## src/rtl/rom_seq_pkg.sv

```systemverilog
// rtl/rom_seq_pkg.sv - shared widths, FSM state type and step-count helper for the ROM program sequencer
package rom_seq_pkg;

    localparam int STEP_W  = 5;
    localparam int DATA_W  = 32;
    localparam int ROM1_AW = 5;
    localparam int ROMQ_AW = 2;
    localparam int ROM6_AW = 3;

    typedef enum logic [1:0] {
        IDLE   = 2'd0,
        SETTLE = 2'd1,
        OUTPUT = 2'd2,
        DONE   = 2'd3
    } state_e;

    // A count of zero asks for a full sweep of the step space.
    function automatic logic [STEP_W:0] steps_of(input logic [STEP_W-1:0] count);
        if (count == '0) begin
            return (STEP_W+1)'(1 << STEP_W);
        end
        return {1'b0, count};
    endfunction

endpackage

```

## src/rtl/rom_program_sequencer_if.sv

```systemverilog
// rtl/rom_program_sequencer_if.sv - host, ROM address, datapath and result-stream signals of the sequencer
interface rom_program_sequencer_if;
    import rom_seq_pkg::*;

    logic                start;
    logic [STEP_W-1:0]   base;
    logic [STEP_W-1:0]   count;
    logic                busy;
    logic                done;

    logic [ROM1_AW-1:0]  addr_rom1;
    logic [ROMQ_AW-1:0]  addr_rom2;
    logic [ROMQ_AW-1:0]  addr_rom3;
    logic [ROMQ_AW-1:0]  addr_rom4;
    logic [ROMQ_AW-1:0]  addr_rom5;
    logic [ROM6_AW-1:0]  addr_rom6;
    logic [DATA_W-1:0]   dp_result;

    logic                out_valid;
    logic                out_ready;
    logic [DATA_W-1:0]   out_data;
    logic                out_last;

    modport master (
        input  start, base, count, dp_result, out_ready,
        output busy, done,
        output addr_rom1, addr_rom2, addr_rom3, addr_rom4, addr_rom5, addr_rom6,
        output out_valid, out_data, out_last
    );

    modport slave (
        output start, base, count, dp_result, out_ready,
        input  busy, done,
        input  addr_rom1, addr_rom2, addr_rom3, addr_rom4, addr_rom5, addr_rom6,
        input  out_valid, out_data, out_last
    );

endinterface

```

## src/rtl/rom_step_counter.sv

```systemverilog
// rtl/rom_step_counter.sv - step index, wrapped step address register and last-step flag
module rom_step_counter
    import rom_seq_pkg::*;
(
    input  logic              clk,
    input  logic              rst_n,
    input  logic              load,
    input  logic              advance,
    input  logic [STEP_W-1:0] base,
    input  logic [STEP_W-1:0] count,
    output logic [STEP_W-1:0] step_addr,
    output logic              last
);

    localparam logic [STEP_W:0] ONE = (STEP_W+1)'(1);

    logic [STEP_W-1:0] base_q, base_d;
    logic [STEP_W:0]   n_q,    n_d;
    logic [STEP_W-1:0] k_q,    k_d;
    logic [STEP_W-1:0] addr_q, addr_d;

    // The address is registered from the next-k value so it changes on the same edge as k.
    always_comb begin
        base_d = base_q;
        n_d    = n_q;
        k_d    = k_q;
        addr_d = addr_q;
        if (load) begin
            base_d = base;
            n_d    = steps_of(count);
            k_d    = '0;
            addr_d = base;
        end else if (advance) begin
            k_d    = k_q + STEP_W'(1);
            addr_d = base_q + k_d;
        end
    end

    always_ff @(posedge clk or negedge rst_n) begin
        if (!rst_n) begin
            base_q <= '0;
            n_q    <= '0;
            k_q    <= '0;
            addr_q <= '0;
        end else begin
            base_q <= base_d;
            n_q    <= n_d;
            k_q    <= k_d;
            addr_q <= addr_d;
        end
    end

    assign step_addr = addr_q;
    assign last      = ({1'b0, k_q} == (n_q - ONE));

endmodule

```

## src/rtl/rom_program_sequencer.sv

```systemverilog
// rtl/rom_program_sequencer.sv - walks ROM step addresses, waits for the datapath to settle and streams results
module rom_program_sequencer
    import rom_seq_pkg::*;
#(
    parameter int SETTLE_CYC = 1
)(
    input  logic                     clk,
    input  logic                     rst_n,
    rom_program_sequencer_if.master  bus
);

    localparam int            SW          = (SETTLE_CYC > 1) ? $clog2(SETTLE_CYC) : 1;
    localparam logic [SW-1:0] SETTLE_LAST = SW'(SETTLE_CYC - 1);

    state_e              state_q,  state_d;
    logic [SW-1:0]       settle_q, settle_d;
    logic [DATA_W-1:0]   data_q,   data_d;
    logic                valid_q,  valid_d;
    logic                last_q,   last_d;
    logic                busy_q,   busy_d;
    logic                done_q,   done_d;

    logic                load;
    logic                advance;
    logic [STEP_W-1:0]   step_addr;
    logic                step_last;

    rom_step_counter u_step (
        .clk       (clk),
        .rst_n     (rst_n),
        .load      (load),
        .advance   (advance),
        .base      (bus.base),
        .count     (bus.count),
        .step_addr (step_addr),
        .last      (step_last)
    );

    always_comb begin
        state_d  = state_q;
        settle_d = settle_q;
        data_d   = data_q;
        valid_d  = valid_q;
        last_d   = last_q;
        busy_d   = busy_q;
        done_d   = 1'b0;
        load     = 1'b0;
        advance  = 1'b0;
        unique case (state_q)
            IDLE: begin
                if (bus.start) begin
                    load     = 1'b1;
                    busy_d   = 1'b1;
                    settle_d = '0;
                    state_d  = SETTLE;
                end
            end
            SETTLE: begin
                if (settle_q == SETTLE_LAST) begin
                    settle_d = '0;
                    data_d   = bus.dp_result;
                    valid_d  = 1'b1;
                    last_d   = step_last;
                    state_d  = OUTPUT;
                end else begin
                    settle_d = settle_q + SW'(1);
                end
            end
            OUTPUT: begin
                // Result and address are frozen until the beat is taken.
                if (bus.out_ready) begin
                    valid_d = 1'b0;
                    last_d  = 1'b0;
                    if (last_q) begin
                        done_d  = 1'b1;
                        state_d = DONE;
                    end else begin
                        advance = 1'b1;
                        state_d = SETTLE;
                    end
                end
            end
            DONE: begin
                busy_d  = 1'b0;
                state_d = IDLE;
            end
            default: state_d = IDLE;
        endcase
    end

    always_ff @(posedge clk or negedge rst_n) begin
        if (!rst_n) begin
            state_q  <= IDLE;
            settle_q <= '0;
            data_q   <= '0;
            valid_q  <= 1'b0;
            last_q   <= 1'b0;
            busy_q   <= 1'b0;
            done_q   <= 1'b0;
        end else begin
            state_q  <= state_d;
            settle_q <= settle_d;
            data_q   <= data_d;
            valid_q  <= valid_d;
            last_q   <= last_d;
            busy_q   <= busy_d;
            done_q   <= done_d;
        end
    end

    assign bus.busy      = busy_q;
    assign bus.done      = done_q;
    assign bus.out_valid = valid_q;
    assign bus.out_data  = data_q;
    assign bus.out_last  = last_q;

    assign bus.addr_rom1 = step_addr;
    assign bus.addr_rom2 = step_addr[ROMQ_AW-1:0];
    assign bus.addr_rom3 = step_addr[ROMQ_AW-1:0];
    assign bus.addr_rom4 = step_addr[ROMQ_AW-1:0];
    assign bus.addr_rom5 = step_addr[ROMQ_AW-1:0];
    assign bus.addr_rom6 = step_addr[ROM6_AW-1:0];

endmodule
```

## src/flat_wrapper.sv

```systemverilog
// flat-port wrapper written by rule: the top's interface ports become plain ports
module rom_program_sequencer_flat import rom_seq_pkg::*;
#(
    parameter int SETTLE_CYC = 1
)
  (clk, rst_n, bus_start, bus_base, bus_count, bus_dp_result, bus_out_ready, bus_busy, bus_done, bus_addr_rom1, bus_addr_rom2, bus_addr_rom3, bus_addr_rom4, bus_addr_rom5, bus_addr_rom6, bus_out_valid, bus_out_data, bus_out_last);
  rom_program_sequencer_if bus_i ();
  input  logic clk;
  input  logic rst_n;
  input wire logic [$bits(bus_i.start)-1:0] bus_start;
  input wire logic [$bits(bus_i.base)-1:0] bus_base;
  input wire logic [$bits(bus_i.count)-1:0] bus_count;
  input wire logic [$bits(bus_i.dp_result)-1:0] bus_dp_result;
  input wire logic [$bits(bus_i.out_ready)-1:0] bus_out_ready;
  output wire logic [$bits(bus_i.busy)-1:0] bus_busy;
  output wire logic [$bits(bus_i.done)-1:0] bus_done;
  output wire logic [$bits(bus_i.addr_rom1)-1:0] bus_addr_rom1;
  output wire logic [$bits(bus_i.addr_rom2)-1:0] bus_addr_rom2;
  output wire logic [$bits(bus_i.addr_rom3)-1:0] bus_addr_rom3;
  output wire logic [$bits(bus_i.addr_rom4)-1:0] bus_addr_rom4;
  output wire logic [$bits(bus_i.addr_rom5)-1:0] bus_addr_rom5;
  output wire logic [$bits(bus_i.addr_rom6)-1:0] bus_addr_rom6;
  output wire logic [$bits(bus_i.out_valid)-1:0] bus_out_valid;
  output wire logic [$bits(bus_i.out_data)-1:0] bus_out_data;
  output wire logic [$bits(bus_i.out_last)-1:0] bus_out_last;
  assign bus_i.start = bus_start;
  assign bus_i.base = bus_base;
  assign bus_i.count = bus_count;
  assign bus_i.dp_result = bus_dp_result;
  assign bus_i.out_ready = bus_out_ready;
  assign bus_busy = bus_i.busy;
  assign bus_done = bus_i.done;
  assign bus_addr_rom1 = bus_i.addr_rom1;
  assign bus_addr_rom2 = bus_i.addr_rom2;
  assign bus_addr_rom3 = bus_i.addr_rom3;
  assign bus_addr_rom4 = bus_i.addr_rom4;
  assign bus_addr_rom5 = bus_i.addr_rom5;
  assign bus_addr_rom6 = bus_i.addr_rom6;
  assign bus_out_valid = bus_i.out_valid;
  assign bus_out_data = bus_i.out_data;
  assign bus_out_last = bus_i.out_last;
  rom_program_sequencer #(.SETTLE_CYC(SETTLE_CYC)) u_core (.clk(clk), .rst_n(rst_n), .bus(bus_i));
endmodule
```

## config.mk

```make
export PLATFORM = sky130hd
export DESIGN_NAME = rom_program_sequencer_flat
export DESIGN_NICKNAME = d
export VERILOG_FILES = /design/src/rtl/rom_seq_pkg.sv /design/src/rtl/rom_program_sequencer_if.sv /design/src/rtl/rom_step_counter.sv /design/src/rtl/rom_program_sequencer.sv /design/src/flat_wrapper.sv
export SDC_FILE = /design/constraint.sdc
export NUM_CORES = 1
export LEC_CHECK = 0
export CORE_ASPECT_RATIO = 0.7
export CORE_MARGIN = 3
export CORE_UTILIZATION = 25
export DETAILED_ROUTE_END_ITERATION = 10
export PLACE_DENSITY = 0.58
export SYNTH_ARGS = -nofsm -noshare
export SYNTH_HDL_FRONTEND = slang
export SYNTH_SLANG_ARGS = --single-unit
```

## constraint.sdc

```tcl
create_clock -name clk -period 4 [get_ports clk]
set_clock_uncertainty 0.2 [all_clocks]
set_input_delay 0.4 -clock clk [delete_from_list [all_inputs] [get_ports clk]]
set_output_delay 0.4 -clock clk [all_outputs]
set_load 0.02 [all_outputs]
```

### After elaboration in Yosys (flattened, before gate mapping)

Cells that the tools add are included.

| word-level totals | value |
|---|---|
| bits in registers | 60 |
| bits of input ports | 46 |
| output and inout bits | 52 |
| logic and storage cells | 65 |

| cells by class | value |
|---|---|
| add/subtract/negate cells | 4 |
| equal/unequal tests | 7 |
| mux-type cells | 31 |
| bitwise logic cells | 1 |
| reduce and logical (&&, ||, !) cells | 11 |

Operator list:

| kind | number |
|---|---|
| 5-bit two-way mux | 4 |
| 1-bit two-way mux | 16 |
| 6-bit two-way mux | 2 |
| 2-bit two-way mux | 4 |
| 1-bit case mux with 2 select lines | 4 |
| 2-bit case mux with 4 select lines | 1 |
| 2-bit nonzero test | 4 |
| 5-bit by 6-bit == test with 1-bit output | 1 |
| 2-bit != test, second input constant | 3 |
| 2-bit AND reduction | 3 |
| 3-bit AND reduction | 2 |
| 6-bit by 1-bit subtractor with 6-bit output, second input constant | 1 |
| 5-bit by 1-bit adder with 5-bit output, second input constant | 1 |
| 5-bit adder | 1 |
| 5-bit logical NOT | 1 |
| 2-bit == test, second input constant | 2 |
| 2-bit by 1-bit == test with 1-bit output, second input constant | 1 |
| 2-bit logical NOT | 1 |
| 1-bit adder, second input constant | 1 |
| 1-bit inverter | 1 |

### Longest topological paths before layout

| logic depth | value |
|---|---|
| depth after elaboration | 5 |
| gate-level depth with buffers | 7 |
| depth with buffers taken out | 7 |

### Hierarchy

Synthesis repeated with hierarchy kept, for this count alone.

| unflattened totals | value |
|---|---|
| cells, all modules | 229 |
| area, all modules | 2894.0 um^2 |

By module, submodules not included:

| module | instances | cells an instance | area an instance (um^2) | seq. area each (um^2) |
|---|---|---|---|---|
| rom_program_sequencer | 1 | 106 | 1685.4 | 950.9 |
| rom_step_counter | 1 | 123 | 1208.7 | 525.5 |

### Worst setup path after synthesis

OpenSTA, ideal clock, no wires.

| path | value |
|---|---|
| kind | reg-to-reg |
| start | register u_core.u_step.k_q[0] |
| end | register u_core.u_step.addr_q[4] (netlist: u_core.u_step.step_addr[4]) |
| setup time | 0.083 ns |
| data arrival time | 1.610 ns |
| data required time | 3.717 ns |
| setup slack | 2.107 ns |
| stages on the path, launching flop included | 7 |
| buffers on the path | 0 |
| period minus slack after synthesis | 1.893 ns |
| cells stage by stage | dfrtp_1 -> ha_1 -> fa_1 -> nand3_1 -> nand2_1 -> xnor3_1 -> o21ai_0 |

| between the ends | value |
|---|---|
| cells in the longest elaborated chain, start to end | 4 |

Ends and longest elaborated chain:

| what | RTL line | source |
|---|---|---|
| from (decl) | rom_step_counter.sv:19 | `logic [STEP_W-1:0] k_q, k_d;` |
| from (signal assigned) | rom_step_counter.sv:48 | `k_q <= k_d;` |
| 5-bit by 1-bit adder with 5-bit output | rom_step_counter.sv:34 | `k_d = k_q + STEP_W'(1);` |
| 5-bit adder | rom_step_counter.sv:35 | `addr_d = base_q + k_d;` |
| 5-bit two-way mux | rom_step_counter.sv:33 | `end else if (advance) begin` |
| 5-bit two-way mux | rom_step_counter.sv:28 | `if (load) begin` |
| to (signal assigned) | rom_step_counter.sv:49 | `addr_q <= addr_d;` |
| to (decl) | rom_step_counter.sv:20 | `logic [STEP_W-1:0] addr_q, addr_d;` |

Every way passes these cells. The select of a mux whose other input is x is not followed.
A chain may end at the register's enable or synchronous reset.

### Worst setup path after layout

Ends and elaborated chain as after synthesis.

==> impl_metrics.tcl <==
set metrics [dict create \
    core_region_area_mm2 0.0104 \
    cellLeakagePower_nw 1.86 \
    initial_utilization_pct 25.9 \
    pwr_cell_area_mw_per_mm2 868 \
    use_met1_pct 16.5 \
    rr_endpoint "u_core.u_step.step_addr[4]$_DFFE_PN0P_" \
    via_total_after_detailed_routing 2122 \
    worst_setup_path_start_kind "flop" \
    post_cts_hold_buffer_count 0 \
    rows 31 \
    detailedRoute.firstIterationViolations 123 \
    critical-path-top-delay-family "adder cells" \
    cp.depth 6 \
    netlist_instances 280 \
    critical_path.max_fanout 6 \
    post_layout_nonfiller_instances 506 \
    place.port_buffers 97 \
    groute.layer.met2.usage_pct 16.0 \
    multiInputGateArea_mm2 0.00105 \
    worst_ep_arrival_time_ns 2.11 \
    fin_setup_tns_ns 0 \
    area_growth_syn_to_layout_pct 50.0 \
    h_tree_levels 3 \
    drt-wirelength-per-cell_um 13.2 \
    gp_routability_congestion 0.754 \
    synth_top_cells_by_area "sky130_fd_sc_hd__dfrtp_1 55%, sky130_fd_sc_hd__nand2_1 15%, sky130_fd_sc_hd__buf_4 3.4%" \
    grtUsageMet3_pct 4.67 \
    worst-endpoint-required_ns 4.03 \
    timing.rr.start "u_core.u_step.k_q[0]$_DFFE_PN0P_" \
    failed_checks "hold timing" \
    crit_path_cell_trace "ha_1, fa_1, nand3_1, nand2_1, xnor3_1, o21ai_0" \
    synth.yosys.warnings 0 \
    endpoint "u_core.u_step.step_addr[4]$_DFFE_PN0P_" \
    clock_tree.root_cell "sky130_fd_sc_hd__clkbuf_16" \
    finalMaxSlewViolations 0 \
    grt_first_pass_wirelength_um 10900 \
    regArea_mm2 0.00148 \
    synthTopCellsByCount "110 x sky130_fd_sc_hd__nand2_1, 59 x sky130_fd_sc_hd__dfrtp_1, 12 x sky130_fd_sc_hd__buf_4, 10 x sky130_fd_sc_hd__o21ai_0, 10 x sky130_fd_sc_hd__xnor2_1" \
    post-layout-total-power_mw 3.50 \
    maximum_buffer_depth_of_the_clock_tree 2 \
    synth-edff-count 0 \
    ys_seq_area_share_pct 54.9 \
    hold_violations 4 \
    grt_antenna_before_repair 0 \
    fin_nets 423 \
    yosys_most_used_dff "sky130_fd_sc_hd__dfrtp_1" \
    die_span_in_y_um 92.8 \
    cts.repair.resized 0 \
    worst_r2r_path_depth 6 \
    finalCritPeriodShare_pct 52.1 \
    clk_latency_ns 0.32 \
    cap_violations 0 \
    grt_use_total_pct 11.6 \
    worst-slew-pin-transition_ns 0.869 \
    critical_path.startpoint "u_core.u_step.k_q[0]$_DFFE_PN0P_" \
    die_w_um 130 \
    critical_path_buf_inv_count 0 \
    critical-path-max-stage-delay_ns 0.45 \
    syn-mean-instance-area_um2 9.60 \
    synthDominantAreaCellType "sky130_fd_sc_hd__dfrtp_1" \
    dr.pass1.iters 4 \
    finalWirelength_um 6670 \
    clock_tree_from_tritoncts "built" \
    fmaxAchievable_mhz 480 \
    cts_setup_buffers 0 \
    drc_errors_left 0 \
    synthArstFlopShare_pct 100 \
    ratio_of_routed_vias_to_standard_cells 4.19 \
    hold_worst_slack_ns -0.00129 \
    setup_violations 0 \
    antennaDiodeCount 0 \
    postSynthRegisterBits 59 \
    globalRouteOverflowTotal 0 \
    final_antenna_net_count 0 \
    clkSlewWorstSetupHoldPaths_ns 0.05 \
    globalRoute.busiestLayer "met1" \
    number_of_global_route_vias_before_repair 2086 \
    setup_repair_after_global_routing_missed_its_margin "false" \
    clock_sinks 59 \
    run_status "finished, violations left" \
    relSlewSlack_pct 42.1 \
    synth_cell_types 29 \
    synth_top_area_share_pct 54.9 \
    fp.dieArea_mm2 0.0121 \
    cp_slowest_cell "sky130_fd_sc_hd__fa_1" \
    vdd.ir_drop.worst_mv 0.223 \
    mappedNetlistNets 334 \
    dpl.cell_count 490 \
    nFillCells 1052 \
    time_the_worst_path_needs_with_i_o_delays_and_setup_ns 2.08 \
    setup.worst_path.end_class "flop" \
    timing.hold.worst.class "input port to async pin" \
    final_layout_size_suffix_gt1_share_pct 7.75 \
    yosys.cell_count.top_type "sky130_fd_sc_hd__nand2_1" \
    dp_hpwl_um 4910 \
    cts_buf_count 9 \
    criticalPathCategory "flop to flop" \
    grt_max_degree 39 \
    boundaryPins 98 \
    worst_case_register_to_register_setup_slack_ns 1.92 \
    area_of_the_mapped_netlist_mm2 0.00269 \
]
## report_power, final
group / internal [mW] / leakage (nW) / switching [mW]
sequential: 0.868 / 0.731 / 0.205
clock: 0.543 / 0.150 / 0.262
combinational: 0.777 / 0.980 / 0.847
total: 2.19 / 1.86 / 1.31
## stage by stage
stage                     area [um^2]  utilization [%]  worst slack [ns]
after global routing             4030             38.8              1.76
final                            4030             38.8              1.92
after global placement           3720             35.8              1.71
after detailed placement         3720             35.8              1.71
after CTS                        4030             38.8              1.91
after floorplan                  2690                -              2.11
## layout make-up
cell class	count	area share [%]
Clock buffer	11	5.77
Clock inverter	5	1.92
Inverter	7	0.651
Multi-Input combinational cell	190	26.1
Sequential cell	59	36.6
Tap cell	132	4.09
Timing Repair Buffer	102	24.9
## worst reg2reg max path, cell delays in order, from the launching register on
cell                      delay [ns]
sky130_fd_sc_hd__dfrtp_1        0.44
sky130_fd_sc_hd__ha_1           0.38
sky130_fd_sc_hd__fa_1           0.45
sky130_fd_sc_hd__nand3_1        0.10
sky130_fd_sc_hd__nand2_1        0.08
sky130_fd_sc_hd__xnor3_1        0.17
sky130_fd_sc_hd__o21ai_0        0.17
## worst min path at each step
stage | start | endpoint | slack (ns)
after CTS | rst_n | u_core.bus.out_data[4]$_DFFE_PN0P_ | 0.02
after global placement | u_core.bus.out_data[4]$_DFFE_PN0P_ | u_core.bus.out_data[4]$_DFFE_PN0P_ | 0.26
after detailed placement | u_core.bus.out_data[24]$_DFFE_PN0P_ | u_core.bus.out_data[24]$_DFFE_PN0P_ | 0.26
after global routing | rst_n | u_core.bus.out_data[7]$_DFFE_PN0P_ | 0.06
final | rst_n | u_core.u_step.step_addr[3]$_DFFE_PN0P_ | -0.001
after floorplan | rst_n | u_core.bus.busy$_DFFE_PN0P_ | -0.1
## state kept, by name (all words and copies together), names as in the netlist
| register | count |
|---|---|
| u_core.bus.busy | 1 |
| u_core.bus.done | 1 |
| u_core.bus.out_data | 32 |
| u_core.bus.out_last | 1 |
| u_core.bus.out_valid | 1 |
| u_core.state_q | 2 |
| u_core.u_step.base_q | 5 |
| u_core.u_step.k_q | 5 |
| u_core.u_step.n_q | 6 |
| u_core.u_step.step_addr | 5 |
## cell usage in the layout, fill, tap and decap left out
cell type,netlist,layout
sky130_fd_sc_hd__nand2_1,110,110
sky130_fd_sc_hd__clkdlybuf4s50_1,0,96
sky130_fd_sc_hd__dfrtp_1,59,59
sky130_fd_sc_hd__xnor2_1,10,10
sky130_fd_sc_hd__o21ai_0,10,10
sky130_fd_sc_hd__clkbuf_16,0,9
sky130_fd_sc_hd__inv_1,7,7
sky130_fd_sc_hd__mux2_2,7,7
sky130_fd_sc_hd__ha_1,7,7
sky130_fd_sc_hd__nand3_1,6,6
sky130_fd_sc_hd__a21oi_1,6,6
sky130_fd_sc_hd__buf_4,12,5
sky130_fd_sc_hd__xor2_1,4,4
sky130_fd_sc_hd__nor2_1,4,4
sky130_fd_sc_hd__a22oi_1,4,4
sky130_fd_sc_hd__nand2b_1,3,3
sky130_fd_sc_hd__a22o_1,3,3
sky130_fd_sc_hd__o211ai_1,2,2
sky130_fd_sc_hd__nor3_1,2,2
sky130_fd_sc_hd__clkinv_2,0,2
sky130_fd_sc_hd__clkbuf_1,7,2
sky130_fd_sc_hd__bufinv_16,0,2
sky130_fd_sc_hd__nor2b_2,0,1
sky130_fd_sc_hd__nor3b_2,0,1
sky130_fd_sc_hd__nor4bb_1,1,1
sky130_fd_sc_hd__or4bb_1,1,1
sky130_fd_sc_hd__or3_1,1,1
sky130_fd_sc_hd__nor3b_1,2,1
sky130_fd_sc_hd__or4_1,1,1
sky130_fd_sc_hd__o21ai_1,1,1
sky130_fd_sc_hd__xnor3_1,1,1
sky130_fd_sc_hd__o21bai_1,1,1
sky130_fd_sc_hd__nor2b_1,2,1
sky130_fd_sc_hd__fa_1,1,1
sky130_fd_sc_hd__clkinvlp_4,0,1
sky130_fd_sc_hd__buf_2,5,1
## kinds of logic (layout without fill, tap and decap cells)
group / after synthesis / in the layout / synth area share (%)
flip-flops: 59 / 59 / 54.9
AO/OA/AOI/OAI: 27 / 27 / 6.10
AND/OR/NAND/NOR: 133 / 133 / 20.4
multiplexers: 7 / 7 / 2.93
adder cells (fa/ha/maj): 8 / 8 / 4.00
buffers and inverters: 31 / 125 / 6.24
XOR/XNOR: 15 / 15 / 5.40
## routing by layer
metal	share of wire [%]	vias to the layer above
li1	-	1073
met1	50	994
met2	43	50
met3	5.8	5
met4	0.96	0
met5	0	-
(Power assumes the default switching activity.)
